[config.mk]
export PLATFORM = sky130hd
export DESIGN_NAME = axi_preid_scheduler
export DESIGN_NICKNAME = d
export VERILOG_FILES = /design/src/rtl/axi_preid_pkg.sv /design/src/rtl/axi_preid_scheduler_slot_alloc.sv /design/src/rtl/axi_preid_scheduler.sv
export SDC_FILE = /design/constraint.sdc
export NUM_CORES = 1
export LEC_CHECK = 0
export CAP_MARGIN = 5
export CORE_MARGIN = 8
export CORE_UTILIZATION = 40
export DETAILED_ROUTE_END_ITERATION = 8
export PLACE_DENSITY = 0.68
export SLEW_MARGIN = 15
export SYNTH_ARGS = -nofsm -noshare
export SYNTH_HDL_FRONTEND = slang
export SYNTH_SLANG_ARGS = --single-unit
[constraint.sdc]
create_clock -name clk_i -period 4.2 [get_ports clk_i]
set_input_delay 0.84 -clock clk_i [delete_from_list [all_inputs] [get_ports clk_i]]
set_output_delay 0.84 -clock clk_i [all_outputs]
set_load 0.01 [all_outputs]
[src/rtl/axi_preid_pkg.sv]
// axi_preid_pkg
// Shared helpers for the prepended-ID slot scheduler.
//   getPreIdWidth(n) : width of a slot index for n slots (at least 1 bit)
//   getCountWidth(n) : width needed to hold an outstanding count of 0..n
package axi_preid_pkg;

    // A single slot still needs one bit so that the preid ports exist.
    function automatic int getPreIdWidth(input int parallelNum);
        return (parallelNum == 1) ? 1 : $clog2(parallelNum);
    endfunction

    // The count must reach parallelNum itself, hence the +1.
    function automatic int getCountWidth(input int parallelNum);
        return $clog2(parallelNum + 1);
    endfunction

endpackage

[src/rtl/axi_preid_scheduler_slot_alloc.sv]
// axi_preid_slot_alloc
// One direction of the prepended-ID scheduler. It keeps a busy bit per slot,
// grants the first free slot round-robin from a moving pointer, and holds the
// granted slot stable while the downstream address channel back-pressures.
// Ports:
//   clk_i, rst_i             clock, synchronous active-high reset
//   slv_valid_i/slv_ready_o  upstream address handshake
//   mst_valid_o/mst_ready_i  downstream address handshake
//   preid_o                  slot index attached to the outgoing address
//   rel_i, rel_preid_i       burst completion strobe and the slot it frees
//   busy_o, count_o, idle_o  per-slot busy vector, outstanding count, count==0
//   err_o                    sticky flag: release of a slot that was not busy
module axi_preid_slot_alloc
    import axi_preid_pkg::*;
#(
    parameter int ParallelNum = 4
) (
    input  logic                                      clk_i,
    input  logic                                      rst_i,
    input  logic                                      slv_valid_i,
    output logic                                      slv_ready_o,
    output logic                                      mst_valid_o,
    input  logic                                      mst_ready_i,
    output logic [getPreIdWidth(ParallelNum)-1:0]     preid_o,
    input  logic                                      rel_i,
    input  logic [getPreIdWidth(ParallelNum)-1:0]     rel_preid_i,
    output logic [ParallelNum-1:0]                    busy_o,
    output logic [getCountWidth(ParallelNum)-1:0]     count_o,
    output logic                                      idle_o,
    output logic                                      err_o
);

    localparam int PreIdWidth = getPreIdWidth(ParallelNum);
    localparam int CountWidth = getCountWidth(ParallelNum);

    logic [ParallelNum-1:0] busy_q, busy_d;
    logic [PreIdWidth-1:0]  ptr_q, ptr_d;
    logic                   lock_q, lock_d;
    logic [PreIdWidth-1:0]  lockSlot_q, lockSlot_d;
    logic                   err_q, err_d;

    logic                   candFound;
    logic [PreIdWidth-1:0]  candSlot;
    logic                   selValid;
    logic [PreIdWidth-1:0]  selSlot;
    logic                   handshake;
    logic                   relInRange;
    logic                   relHit;
    logic [CountWidth-1:0]  busyCount;

    // Slot arithmetic wraps at ParallelNum, which need not be a power of two.
    function automatic logic [PreIdWidth-1:0] wrapAdd(
        input logic [PreIdWidth-1:0] base,
        input int unsigned           offset
    );
        int unsigned sum;
        sum = 32'(base) + offset;
        if (sum >= 32'(ParallelNum)) begin
            sum = sum - 32'(ParallelNum);
        end
        return PreIdWidth'(sum);
    endfunction

    // Round-robin search for the first free slot starting at the pointer.
    always_comb begin
        candFound = 1'b0;
        candSlot  = ptr_q;
        for (int i = 0; i < ParallelNum; i++) begin
            if (!candFound && !busy_q[wrapAdd(ptr_q, i)]) begin
                candFound = 1'b1;
                candSlot  = wrapAdd(ptr_q, i);
            end
        end
    end

    // A locked slot wins over the search so preid stays put while valid waits.
    assign selValid = lock_q | candFound;
    assign selSlot  = lock_q ? lockSlot_q : candSlot;

    assign mst_valid_o = ~rst_i & selValid & slv_valid_i;
    assign slv_ready_o = ~rst_i & selValid & mst_ready_i;
    assign preid_o     = rst_i ? '0 : (selValid ? selSlot : ptr_q);
    assign handshake   = mst_valid_o & mst_ready_i;

    // Out-of-range or idle-slot releases are flagged instead of applied.
    assign relInRange = 32'(rel_preid_i) < 32'(ParallelNum);
    assign relHit     = relInRange && busy_q[rel_preid_i];

    // Next-state: release first, then allocation; they never target the same
    // slot because allocation only picks free slots.
    always_comb begin
        busy_d     = busy_q;
        ptr_d      = ptr_q;
        lock_d     = lock_q;
        lockSlot_d = lockSlot_q;
        err_d      = err_q;
        if (rel_i) begin
            if (relHit) begin
                busy_d[rel_preid_i] = 1'b0;
            end else begin
                err_d = 1'b1;
            end
        end
        if (handshake) begin
            busy_d[selSlot] = 1'b1;
            ptr_d           = wrapAdd(selSlot, 1);
            lock_d          = 1'b0;
        end else if (mst_valid_o) begin
            lock_d     = 1'b1;
            lockSlot_d = selSlot;
        end
    end

    // State registers with synchronous reset that drops all outstanding bursts.
    always_ff @(posedge clk_i) begin
        if (rst_i) begin
            busy_q     <= '0;
            ptr_q      <= '0;
            lock_q     <= 1'b0;
            lockSlot_q <= '0;
            err_q      <= 1'b0;
        end else begin
            busy_q     <= busy_d;
            ptr_q      <= ptr_d;
            lock_q     <= lock_d;
            lockSlot_q <= lockSlot_d;
            err_q      <= err_d;
        end
    end

    // Outstanding count is a popcount of the registered busy bits.
    always_comb begin
        busyCount = '0;
        for (int i = 0; i < ParallelNum; i++) begin
            busyCount = busyCount + CountWidth'(busy_q[i]);
        end
    end

    // Status is forced to its reset view in any cycle reset is asserted.
    assign busy_o  = rst_i ? '0 : busy_q;
    assign count_o = rst_i ? '0 : busyCount;
    assign idle_o  = (count_o == '0);
    assign err_o   = ~rst_i & err_q;

endmodule

[src/rtl/axi_preid_scheduler.sv]
// axi_preid_scheduler
// Allocates prepended-ID slots for AR and AW so two outstanding bursts never
// share a prepended ID. Reads are released by the last R beat, writes by the
// B response. Each direction is an independent axi_preid_slot_alloc.
// Ports:
//   clk_i, rst_i                         clock, synchronous active-high reset
//   slv_ar_*/mst_ar_*, ar_preid_o        AR passthrough handshake and slot
//   slv_aw_*/mst_aw_*, aw_preid_o        AW passthrough handshake and slot
//   r_valid_i/r_ready_i/r_last_i/r_preid_i  R channel monitor
//   b_valid_i/b_ready_i/b_preid_i        B channel monitor
//   rd_/wr_busy_o, rd_/wr_count_o, rd_/wr_idle_o  per-direction status
//   err_o                                sticky bad-release flag (either path)
module axi_preid_scheduler
    import axi_preid_pkg::*;
#(
    parameter int ParallelNum = 4
) (
    input  logic                                  clk_i,
    input  logic                                  rst_i,
    input  logic                                  slv_ar_valid_i,
    output logic                                  slv_ar_ready_o,
    output logic                                  mst_ar_valid_o,
    input  logic                                  mst_ar_ready_i,
    output logic [getPreIdWidth(ParallelNum)-1:0] ar_preid_o,
    input  logic                                  slv_aw_valid_i,
    output logic                                  slv_aw_ready_o,
    output logic                                  mst_aw_valid_o,
    input  logic                                  mst_aw_ready_i,
    output logic [getPreIdWidth(ParallelNum)-1:0] aw_preid_o,
    input  logic                                  r_valid_i,
    input  logic                                  r_ready_i,
    input  logic                                  r_last_i,
    input  logic [getPreIdWidth(ParallelNum)-1:0] r_preid_i,
    input  logic                                  b_valid_i,
    input  logic                                  b_ready_i,
    input  logic [getPreIdWidth(ParallelNum)-1:0] b_preid_i,
    output logic [ParallelNum-1:0]                rd_busy_o,
    output logic [ParallelNum-1:0]                wr_busy_o,
    output logic [getCountWidth(ParallelNum)-1:0] rd_count_o,
    output logic [getCountWidth(ParallelNum)-1:0] wr_count_o,
    output logic                                  rd_idle_o,
    output logic                                  wr_idle_o,
    output logic                                  err_o
);

    logic rdRelease;
    logic wrRelease;
    logic rdErr;
    logic wrErr;

    // A read burst finishes on its last R beat; a write on its B response.
    assign rdRelease = r_valid_i & r_ready_i & r_last_i;
    assign wrRelease = b_valid_i & b_ready_i;

    axi_preid_slot_alloc #(
        .ParallelNum (ParallelNum)
    ) i_rd_alloc (
        .clk_i       (clk_i),
        .rst_i       (rst_i),
        .slv_valid_i (slv_ar_valid_i),
        .slv_ready_o (slv_ar_ready_o),
        .mst_valid_o (mst_ar_valid_o),
        .mst_ready_i (mst_ar_ready_i),
        .preid_o     (ar_preid_o),
        .rel_i       (rdRelease),
        .rel_preid_i (r_preid_i),
        .busy_o      (rd_busy_o),
        .count_o     (rd_count_o),
        .idle_o      (rd_idle_o),
        .err_o       (rdErr)
    );

    axi_preid_slot_alloc #(
        .ParallelNum (ParallelNum)
    ) i_wr_alloc (
        .clk_i       (clk_i),
        .rst_i       (rst_i),
        .slv_valid_i (slv_aw_valid_i),
        .slv_ready_o (slv_aw_ready_o),
        .mst_valid_o (mst_aw_valid_o),
        .mst_ready_i (mst_aw_ready_i),
        .preid_o     (aw_preid_o),
        .rel_i       (wrRelease),
        .rel_preid_i (b_preid_i),
        .busy_o      (wr_busy_o),
        .count_o     (wr_count_o),
        .idle_o      (wr_idle_o),
        .err_o       (wrErr)
    );

    assign err_o = rdErr | wrErr;

endmodule

# Word level (Yosys, flattened, before mapping)
# Index checks and enable logic that the tools add are counted.
[totals]
output_inout_bits = 25
elab_cells = 185
input_bits = 15
regBits = 20
[op_classes]
magnitude_cmp = 26
mux = 70
reduce_logical = 28
n_addsub = 24
n_bitwise = 27
[ops]
columns = ["operator", "count"]
rows = [
  ["2-to-1 mux 2 bit", 24],
  ["less-than comparator 2 x 3 -> 1 bit, second input constant", 12],
  ["2-to-1 mux 4 bit", 8],
  ["greater-or-equal comparator 3 bit, second input constant", 8],
  ["2-to-1 mux 1 bit", 22],
  ["binary-select mux 1 bit (select 2 bit)", 10],
  ["subtractor 2 x 1 -> 2 bit, second input constant", 10],
  ["bitwise AND 1 bit", 13],
  ["adder 2 x 1 -> 3 bit, second input constant", 4],
  ["adder 2 x 2 -> 3 bit, second input constant", 4],
  ["adder 3 x 1 -> 3 bit", 4],
  ["logical AND 1 bit", 10],
  ["logical NOT 1 bit", 10],
  ["bitwise AND 4 bit", 2],
  ["demux 1 bit (select 2 bit)", 4],
  ["greater-or-equal comparator 2 x 1 -> 1 bit, second input constant", 4],
  ["NOT 4 bit", 2],
  ["bitwise OR 4 bit", 2],
  ["AND reduction 2 bit", 4],
  ["greater-or-equal comparator 2 x 3 -> 1 bit, second input constant", 2],
  ["logical NOT 3 bit", 2],
  ["2-to-1 mux 3 bit", 2],
  ["NOT 1 bit", 5],
  ["adder 1 x 1 -> 2 bit", 2],
  ["other kinds (2)", 5],
]

# Longest topological paths before layout
[depth]
ltp_word = 21
mapped_depth = 9
ltp_nobuf = 8

# Hierarchy
# From an unflattened synthesis, not the netlist that was laid out.
[hier_totals]
hier_cells = 209
area_unflattened_um2 = 1853.0
[by_module_without_submodules]
columns = ["mod", "area_per_inst_um2", "instances", "cells_each"]
rows = [
  ["axi_preid_slot_alloc", 917.1, 2, 103],
  ["axi_preid_scheduler", 18.8, 1, 3],
]

# Worst setup path before layout
# OpenSTA, ideal clock, no wires.
[synth_path]
path_kind = "reg-to-output"
startpoint = "register i_wr_alloc.busy_q[2]"
endpoint = "output wr_idle_o"
arrival_time_ps = 1776
path_stages_with_launch = 8
required_ps = 3360
path_slack_ps = 1584
path_cell_list = "dfxtp_1 clkbuf_1 inv_1 fa_1 inv_1 ha_1 nor2b_1 nor3_1"
[synth_via]
elab_chain_len = 4
[synth_lines]
columns = ["element", "line", "source"]
rows = [
  ["start: declaration", "axi_preid_scheduler_slot_alloc.sv:36", "logic [ParallelNum-1:0] busy_q, busy_d;"],
  ["start signal: assignment", "axi_preid_scheduler_slot_alloc.sv:123", "busy_q <= busy_d;"],
  ["adder 3 x 1 -> 3 bit (2 in a row)", "axi_preid_scheduler_slot_alloc.sv:135", "busyCount = busyCount + CountWidth'(busy_q[i]);"],
  ["2-to-1 mux 3 bit", "axi_preid_scheduler_slot_alloc.sv:141", "assign count_o = rst_i ? '0 : busyCount;"],
  ["via wr_count_o[1]", "axi_preid_scheduler.sv:40", "output logic [getCountWidth(ParallelNum)-1:0] wr_count_o,"],
  ["logical NOT 3 bit", "axi_preid_scheduler_slot_alloc.sv:142", "assign idle_o = (count_o == '0);"],
  ["end: declaration", "axi_preid_scheduler.sv:42", "output logic wr_idle_o,"],
]
# The timed path passes the listed nets, and every way through them passes these cells.

# Worst setup path in the final report
[layout_path]
startpoint = "register i_wr_alloc.busy_q[0]"
endpoint = "output wr_idle_o"
[layout_via]
elab_chain_len = 5
[layout_lines]
columns = ["element", "line"]
rows = [
  ["adder 1 x 1 -> 2 bit", "axi_preid_scheduler_slot_alloc.sv:135"],
  ["adder 3 x 1 -> 3 bit (2 in a row)", "axi_preid_scheduler_slot_alloc.sv:135"],
  ["2-to-1 mux 3 bit", "axi_preid_scheduler_slot_alloc.sv:141"],
  ["logical NOT 3 bit", "axi_preid_scheduler_slot_alloc.sv:142"],
]
# Every way passes these cells.

==> results.md <==
- Status: completed
- Yosys reg bits: 20
- Routed vias/inst: 5.41
- Crit-path cells: ha_1 -> inv_1 -> fa_1 -> inv_1 -> ha_1 -> nor2b_1 -> nor3_1 -> clkdlybuf4s50_1
- Top Layer Used: met4
- Slowest cell on crit path: dfxtp_1
- Slew @ Worst Pin: 508 ps
- Fin Setup TNS: 0 ps
- Fmax: 287 MHz
- Share of layout cells above drive strength 1: 9.92%
- Gr ovfl total: 0
- Area Growth Syn to Fin: 26.1%
- Hold Slack: 467 ps
- Inserted Diodes: 0
- Sink Count: 20
- Largest net degree at the start of global routing: 25
- Leakage: 0.830 nW
- Hpwl dp: 3.21 mm
- Die Span X: 81.4 um
- Worst Path Class, Setup: flop to output port
- RSZ-0062 raised after global routing: no
- Syn Nets: 241
- Post-synthesis sequential area ratio: 23.4%
- Min-Delay Path Class: flop to flop
- Largest fanout on the critical path: 15
- Post-synth cell types: 54
- Final setup viols: 0
- Layout Cells excl Fill: 292
- Core area: 4060 um^2
- First-pass GRT wire length: 7.07 mm
- Crit end category: output port
- Syn Inst Count: 212
- Origin of the critical flop-to-flop path: i_wr_alloc.busy_q[0]$_SDFF_PP0_
- # resized after CTS: 0
- Mapped cell area: 1710 um^2
- Ys flop type: dfxtp_1
- Average wire per standard cell: 14.7 um
- Initial DRC count: 168
- Min cycle time layout: 3480 ps
- Clk_skew: 0.660 ps
- Main area contributors after synthesis: dfxtp_1 23%, ha_1 8.8%, nor2_1 6.8%, mux4_2 5.3%, nor2b_1 4.4%
- Worst slack, placed: 734 ps
- Slack of the critical path: 715 ps
- CP Launch Type: flop
- DRT antenna net count: 0
- Initial antenna violation count: 0
- Worst path max stage delay: 620 ps
- Post-synth EDFFs: 0
- Final period util: 83.0%
- WL final: 4.29 mm
- # IOs: 40
- CTS max path bufs: 2
- WL met2: 2.02 mm
- Drt drc: 0
- Reg clk slew, reported paths: 70 ps
- Vias: 1579
- Count leader, synth: nor2_1
- Synthesized area per cell: 8.06 um^2
- Die Y: 81.4 um
- Finished Cell Area: 2150 um^2
- Hold buffer count at CTS: 0
- Placed Cells: 288
- Placed cell areas: 2100 um^2
- Ys async rst share: 0%
- Die area: 6620 um^2
- PwrDens: 270 nW/um^2
- # rows: 23
- DR WL met3: 259 um
- Skew-Pair Late Insertion Delay: 260 ps
- Root Buffer: clkbuf_8
- Post-synth top area share: 23.4%
- Max-cap violations: 0
- Vias in the first global route: 1491
- Maximum vdd ir drop: 174 uV
- Crit path DAT: 2640 ps
- Setup Buffers After CTS: 0
- Final nets: 272
- Post-synth top area cell: dfxtp_1
- GRT Util Overall: 13.2%
- CTS tree: built
- Port bufs: 39
- Pre-antenna DRT Iters: 4
- Hold Vio Cnt, Final: 0
- Synth warn: 0
- Clock H-tree levels: 1
- Setup crit start: i_wr_alloc.busy_q[0]$_SDFF_PP0_
- Slew HR: 65.9%
- Crit path required time: 3360 ps
- Starting Density: 42.1%
- Final Slew Violations: 0
- Metal1 wirelength: 1.99 mm
- Num CTS Buffers: 3
- Post-synth top cells: 31 x nor2_1, 20 x dfxtp_1, 19 x inv_1
- Placer Congestion: 0.752
- Hold_sp: i_rd_alloc.lockSlot_q[1]$_SDFFE_PP0P_
## placed cells by master (no fill, tap or decap), types with 2 or more instances in the layout
master / Yosys / layout
clkdlybuf4s50_1: 0 / 39
nor2_1: 31 / 31
dfxtp_1: 20 / 20
inv_1: 19 / 19
nand2_1: 16 / 16
nor2b_1: 12 / 12
ha_1: 12 / 12
a21oi_1: 11 / 11
nand3_1: 7 / 7
o21ai_0: 5 / 5
mux2i_1: 4 / 4
mux4_2: 4 / 4
nor3_1: 4 / 4
clkbuf_8: 0 / 4
o22ai_1: 3 / 3
o21a_1: 3 / 3
nand2b_1: 3 / 3
nand3b_1: 3 / 3
o21bai_1: 3 / 3
a211oi_1: 3 / 3
a22o_2: 3 / 3
and2_1: 2 / 2
o31ai_1: 2 / 2
fa_1: 2 / 2
## sequential cells by signal (all words and copies together), names as in the netlist
register	cells
i_rd_alloc.err_q	1
i_rd_alloc.busy_q	4
i_rd_alloc.lock_q	1
i_wr_alloc.ptr_q	2
i_rd_alloc.ptr_q	2
i_wr_alloc.lock_q	1
i_rd_alloc.lockSlot_q	2
i_wr_alloc.err_q	1
i_wr_alloc.lockSlot_q	2
i_wr_alloc.busy_q	4
## report_power, final
part	total [mW]	switching [mW]	internal [mW]
registers	0.240	0.0334	0.206
logic	0.196	0.0934	0.103
clock network	0.147	0.0635	0.0834
## path summary, 6_finish.rpt
kind	end	slack, ps	cells past startpoint
min	i_rd_alloc.lockSlot_q[1]$_SDFFE_PP0P_	470	2
min reg2reg	i_rd_alloc.lockSlot_q[1]$_SDFFE_PP0P_	470	2
max	wr_idle_o	720	8
max reg2reg	i_wr_alloc.ptr_q[1]$_SDFFE_PP0P_	1840	8
## per-stage QoR
stage	util (%)	power [mW]
4_1_cts	53.1	0.586
3_5_place_dp	51.7	0.439
6_report	53.1	0.582
5_1_grt	53.1	0.618
3_3_place_gp	51.7	0.434
2_1_floorplan	-	0.364
## cells by family after synthesis
kind of cell,share of synthesized area [%]
AND/OR/NAND/NOR,25.1
AO/OA/AOI/OAI,22.9
flip-flops,23.4
buffers and inverters,8.27
multiplexers,9.15
adder cells (fa/ha/maj),11.1
## layout make-up
| type | instances | area, um^2 |
|---|---|---|
| flip-flops and latches | 20 | 400 |
| multi-input cells | 159 | 1170 |
| clock buffers | 4 | 55.1 |
| fillers | 417 | 1900 |
| well taps | 50 | 62.6 |
| inverters | 19 | 71.3 |
| repair buffers | 40 | 398 |
## metal layers
| metal | vias to the layer above | GRT usage [%] |
|---|---|---|
| met4 | 0 | 1.07 |
| met2 | 35 | 22.0 |
| met5 | - | 0 |
| li1 | 793 | - |
| met3 | 2 | 4.19 |
| met1 | 749 | 16.7 |
## worst max-delay path: cells and delay by family (launching register included)
| family | cells | cell delay, ps |
|---|---|---|
| simple gates | 2 | 320 |
| flops | 1 | 620 |
| buf+inv | 3 | 670 |
| fa+ha+maj | 3 | 770 |
(Power assumes the default switching activity.)
==> variant 1, RTL diff (same settings) <==
Make the reset (`rst_i`) asynchronous in one clocked block. Comments in the files are not updated.
--- a/src/rtl/axi_preid_scheduler_slot_alloc.sv
+++ b/src/rtl/axi_preid_scheduler_slot_alloc.sv
@@ -113,5 +113,5 @@
 
     // State registers with synchronous reset that drops all outstanding bursts.
-    always_ff @(posedge clk_i) begin
+    always_ff @(posedge clk_i or posedge rst_i) begin
         if (rst_i) begin
             busy_q     <= '0;
Check against the original RTL: no difference found for any inputs over 4 cycles, from zero or initial values and one cycle with rst_i high; that may be too few to reach the edited logic, so the function may still have changed.
==> variant 1 against the unedited design <==
Setup slack got worse by 66 ps; routed wire length fell by 3.0%; area after synthesis rose by 3.4%; worst hold slack improved by 2.6 ps; critical path depth did not move; clock skew rose by 2.6 ps; sequential cell count did not move; cell area rose by 2.7%; critical path type unchanged; largest cell class unchanged.
Power is not compared: it rests on default switching activity, and its combinational part moved more than twofold at a synthesized area within 25%.
==> variant 1: results (changes against the unedited design) <==
Nets = 252 (-7.4%)
FFs w/ async S/R, synth = 100% (+100 points)
Logic inverters = 17 (-2)
multi-input logic area = 0.00112 sq mm (-3.8%)
hpwl dp = 3170 microns (-1.3%)
count of non-CTS buffers in the layout = 41 (+2.5%)
hold_sp = i_rd_alloc.err_q
Crit Reg-Reg Endpoint = i_wr_alloc.ptr_q[1]
hold path cells = 1 (-1)
Total Routing Usage GR = 13.0% (-0.19 points)
vias in the first global route = 1,497 (+0.40%)
Worst Skew = 3.30 ps (+2.64 ps)
Netlist cell types = 48 (-11%)
clock network area share = 2.49% (-0.068 points)
design area = 0.00221 sq mm (+2.7%)
comb_multi_in = 140 (-12%)
first-pass GRT wire length = 6980 microns (-1.2%)
Largest stage delay, worst path = 560 ps (-60 ps)
top cells by count, synth = nor2_1 (24), dfrtp_1 (20), inv_1 (17)
Seq area share = 22.6% (+4.0 points)
Antenna Cells = 0 (unchanged)
reg2reg start = i_wr_alloc.busy_q[3]
vias per inst = 5.39 (-0.25%)
Max H-tree Level = 1 (unchanged)
r2r setup slk = 1940 ps (+100 ps)
Bufs on Longest Clock Path = 2 (unchanged)
Rel. slew slack = 60.9% (-5.0 points)
Crit. Startpoint = i_wr_alloc.busy_q[0]
initial antenna violation count = 0 (unchanged)
yosys warns = 0 (unchanged)
starting DRC count in detailed routing = 91 (-46%)
fraction of layout cells with a size suffix above 1 = 12.6% (+2.7 points)
Layout fillers = 424 (+1.7%)
Critical Path AT = 2710 ps (+70 ps)
status = complete, no violations
CP Max Fanout = 14 (-1)
R2R depth = 7 (-1)
RD Place Congestion = 0.770 (+2.3%)
Syn Nets = 217 (-10%)
largest net degree at the start of global routing = 21 (-16%)
Post-Route WL = 4160 microns (-3.0%)
synth top area cells = dfrtp_1 (28%), ha_1 (8.5%), nor2b_1 (5.3%)
slowest CP cell = clkdlybuf4s50_1
non-clock buffer share of cell area = 18.3% (-0.15 points)
layout sequential cell count = 20 (unchanged)
variant 1: worst max-delay path, delay by kind of cell, from the launching register on:
family | cells | cell delay (ps)
buffers and inverters | 3 | 670
adder cells (fa/ha/maj) | 3 | 920
flip-flops | 1 | 540
AND/OR/NAND/NOR | 2 | 310
variant 1: stage by stage:
step | cells | setup WS, ps | hold slack (ps) | total power [mW]
after floorplan | 188 | 1530 | 437 | 1.09
after global placement | 270 | 746 | 454 | 1.40
after detailed placement | 270 | 737 | 458 | 1.42
after CTS | 274 | 644 | 478 | 1.57
after global routing | 274 | 485 | 516 | 1.70
final | 274 | 650 | 470 | 1.55
variant 1: logic make-up (layout without fill, tap and decap cells):
kind of cell,Yosys count,after routing,synth area share (%)
simple gates,74,74,23.4
compound gates,37,37,17.6
buf+inv,28,62,8.07
flops,20,20,28.3
mux,15,15,11.8
fa+ha+maj,14,14,10.8
variant 1: layer usage:
metal	global-route usage, %	share of wire [%]
met4	3.33	0.79
met1	15.7	45
met5	0	0
met2	23.2	49
met3	2.27	5.8
==> variant 2, RTL diff (same flow settings) <==
Without the edit above. `ParallelNum` is set to 4 in 2 places; all go to 2.
--- a/src/rtl/axi_preid_scheduler_slot_alloc.sv
+++ b/src/rtl/axi_preid_scheduler_slot_alloc.sv
@@ -14,5 +14,5 @@
     import axi_preid_pkg::*;
 #(
-    parameter int ParallelNum = 4
+    parameter int ParallelNum = 2
 ) (
     input  logic                                      clk_i,
--- a/src/rtl/axi_preid_scheduler.sv
+++ b/src/rtl/axi_preid_scheduler.sv
@@ -14,5 +14,5 @@
     import axi_preid_pkg::*;
 #(
-    parameter int ParallelNum = 4
+    parameter int ParallelNum = 2
 ) (
     input  logic                                  clk_i,
Ports: changed (8 resized); port bits go from 40 to 30. The function was not compared with the original's and may differ.
==> variant 2 against the unedited design <==
Setup slack better by 110 ps; clock skew about the same; cell area down 52%; power down 52%; via count down 56%; routed wire length down 59%; area after synthesis down 59%; sequential cell count down 8; register-to-register slack better by 910 ps.
==> variant 2: results (changes against the unedited design) <==
Rel. slew slack = 74.4% (+8.5 points)
mux contribution to synthesized area = 3.61% (-5.5 points)
Crit Reg-Reg Endpoint = i_wr_alloc.lockSlot_q
Comb power frac = 27.2% (-6.4 points)
Netlist cell types = 32 (-41%)
r2r setup slk = 2750 ps (+910 ps)
CP Max Fanout = 13 (-2)
post-synthesis compound-gate area fraction = 18.6% (-4.3 points)
starting DRC count in detailed routing = 7 (-96%)
hpwl dp = 1440 microns (-55%)
top cells by count, synth = dfxtp_1 (12), nor2_1 (11), nor2b_1 (10)
sequential group share of total power = 46.6% (+5.5 points)
pwr/cell area = 269 mW/mm^2 (-0.37%)
Worst Skew = 0.364 ps (-0.297 ps)
peak supply drop = 0.000152 V (-12%)
Total Routing Usage GR = 11.7% (-1.5 points)
status = complete, no violations
Layout fillers = 164 (-61%)
synth top area cells = dfxtp_1 (35%), nor2b_1 (9.0%), nor2_1 (6.0%)
PortBufs = 29 (-26%)
Largest stage delay, worst path = 700 ps (+80 ps)
fraction of layout cells with a size suffix above 1 = 6.03% (-3.9 points)
hold_sp = i_rd_alloc.lockSlot_q
sequential area share after synthesis = 34.7% (+11 points)
clk root buf = clkbuf_4
Critical Path AT = 2530 ps (-110 ps)
static leakage = 0.413 nW (-50%)
slowest CP cell = clkdlybuf4s50_1
first-pass GRT wire length = 3050 microns (-57%)
largest net degree at the start of global routing = 14 (-44%)
Post-Route WL = 1750 microns (-59%)
Clk Latency, worst-skew pair = 280 ps (+20 ps)
Top delay family on crit path = buffers and inverters
R2R depth = 5 (-3)
hold endpoint = i_rd_alloc.lockSlot_q
Power Internal = 0.199 mW (-49%)
Syn Nets = 101 (-58%)
-- variant 2: changes by cell type in the layout (fill, tap and decap cells not counted), moves of 5 or more --
cell and change:
dfxtp_1 -8, nor2_1 -20, nand3_1 -5, clkdlybuf4s50_1 -10, ha_1 -9, nand2_1 -10
a21oi_1 -6, inv_1 -15
-- variant 2: worst max-delay path by stage --
| stage | startpoint | endpoint | slack, ps |
|---|---|---|---|
| 5_1_grt | rst_i | rd_idle_o | 740 |
| 3_5_place_dp | rst_i | rd_idle_o | 820 |
| 2_1_floorplan | rst_i | slv_aw_ready_o | 1820 |
| 3_3_place_gp | rst_i | wr_idle_o | 870 |
| 6_report | rst_i | rd_idle_o | 830 |
| 4_1_cts | rst_i | rd_idle_o | 810 |
-- variant 2: stage by stage --
| stage | std cells | worst slack (ps) | hold WS (ps) | util (%) | area, sq um |
|---|---|---|---|---|---|
| 4_1_cts | 133 | 813 | 491 | 61.5 | 1030 |
| 3_5_place_dp | 130 | 815 | 475 | 60.1 | 1000 |
| 6_report | 133 | 828 | 488 | 61.5 | 1030 |
| 2_1_floorplan | 85 | 1820 | 441 | - | 693 |
| 5_1_grt | 133 | 738 | 527 | 61.5 | 1030 |
| 3_3_place_gp | 130 | 867 | 456 | 60.1 | 1000 |
-- variant 2: final cells by class --
cell class	instances	area share (%)
clock buffers	3	2.19
inverters	4	1.46
well taps	17	2.07
multi-input cells	67	41.9
flip-flops and latches	12	23.4
repair buffers	30	29.0
-- variant 2: metal layers --
metal  vias to the layer above  global-route usage, %  wire (microns)
li1                        364                      -               -
met1                       306                   11.7             702
met2                        21                   19.6             863
met3                         5                   5.74             150
met4                         0                   6.43              33
met5                         -                      0               0
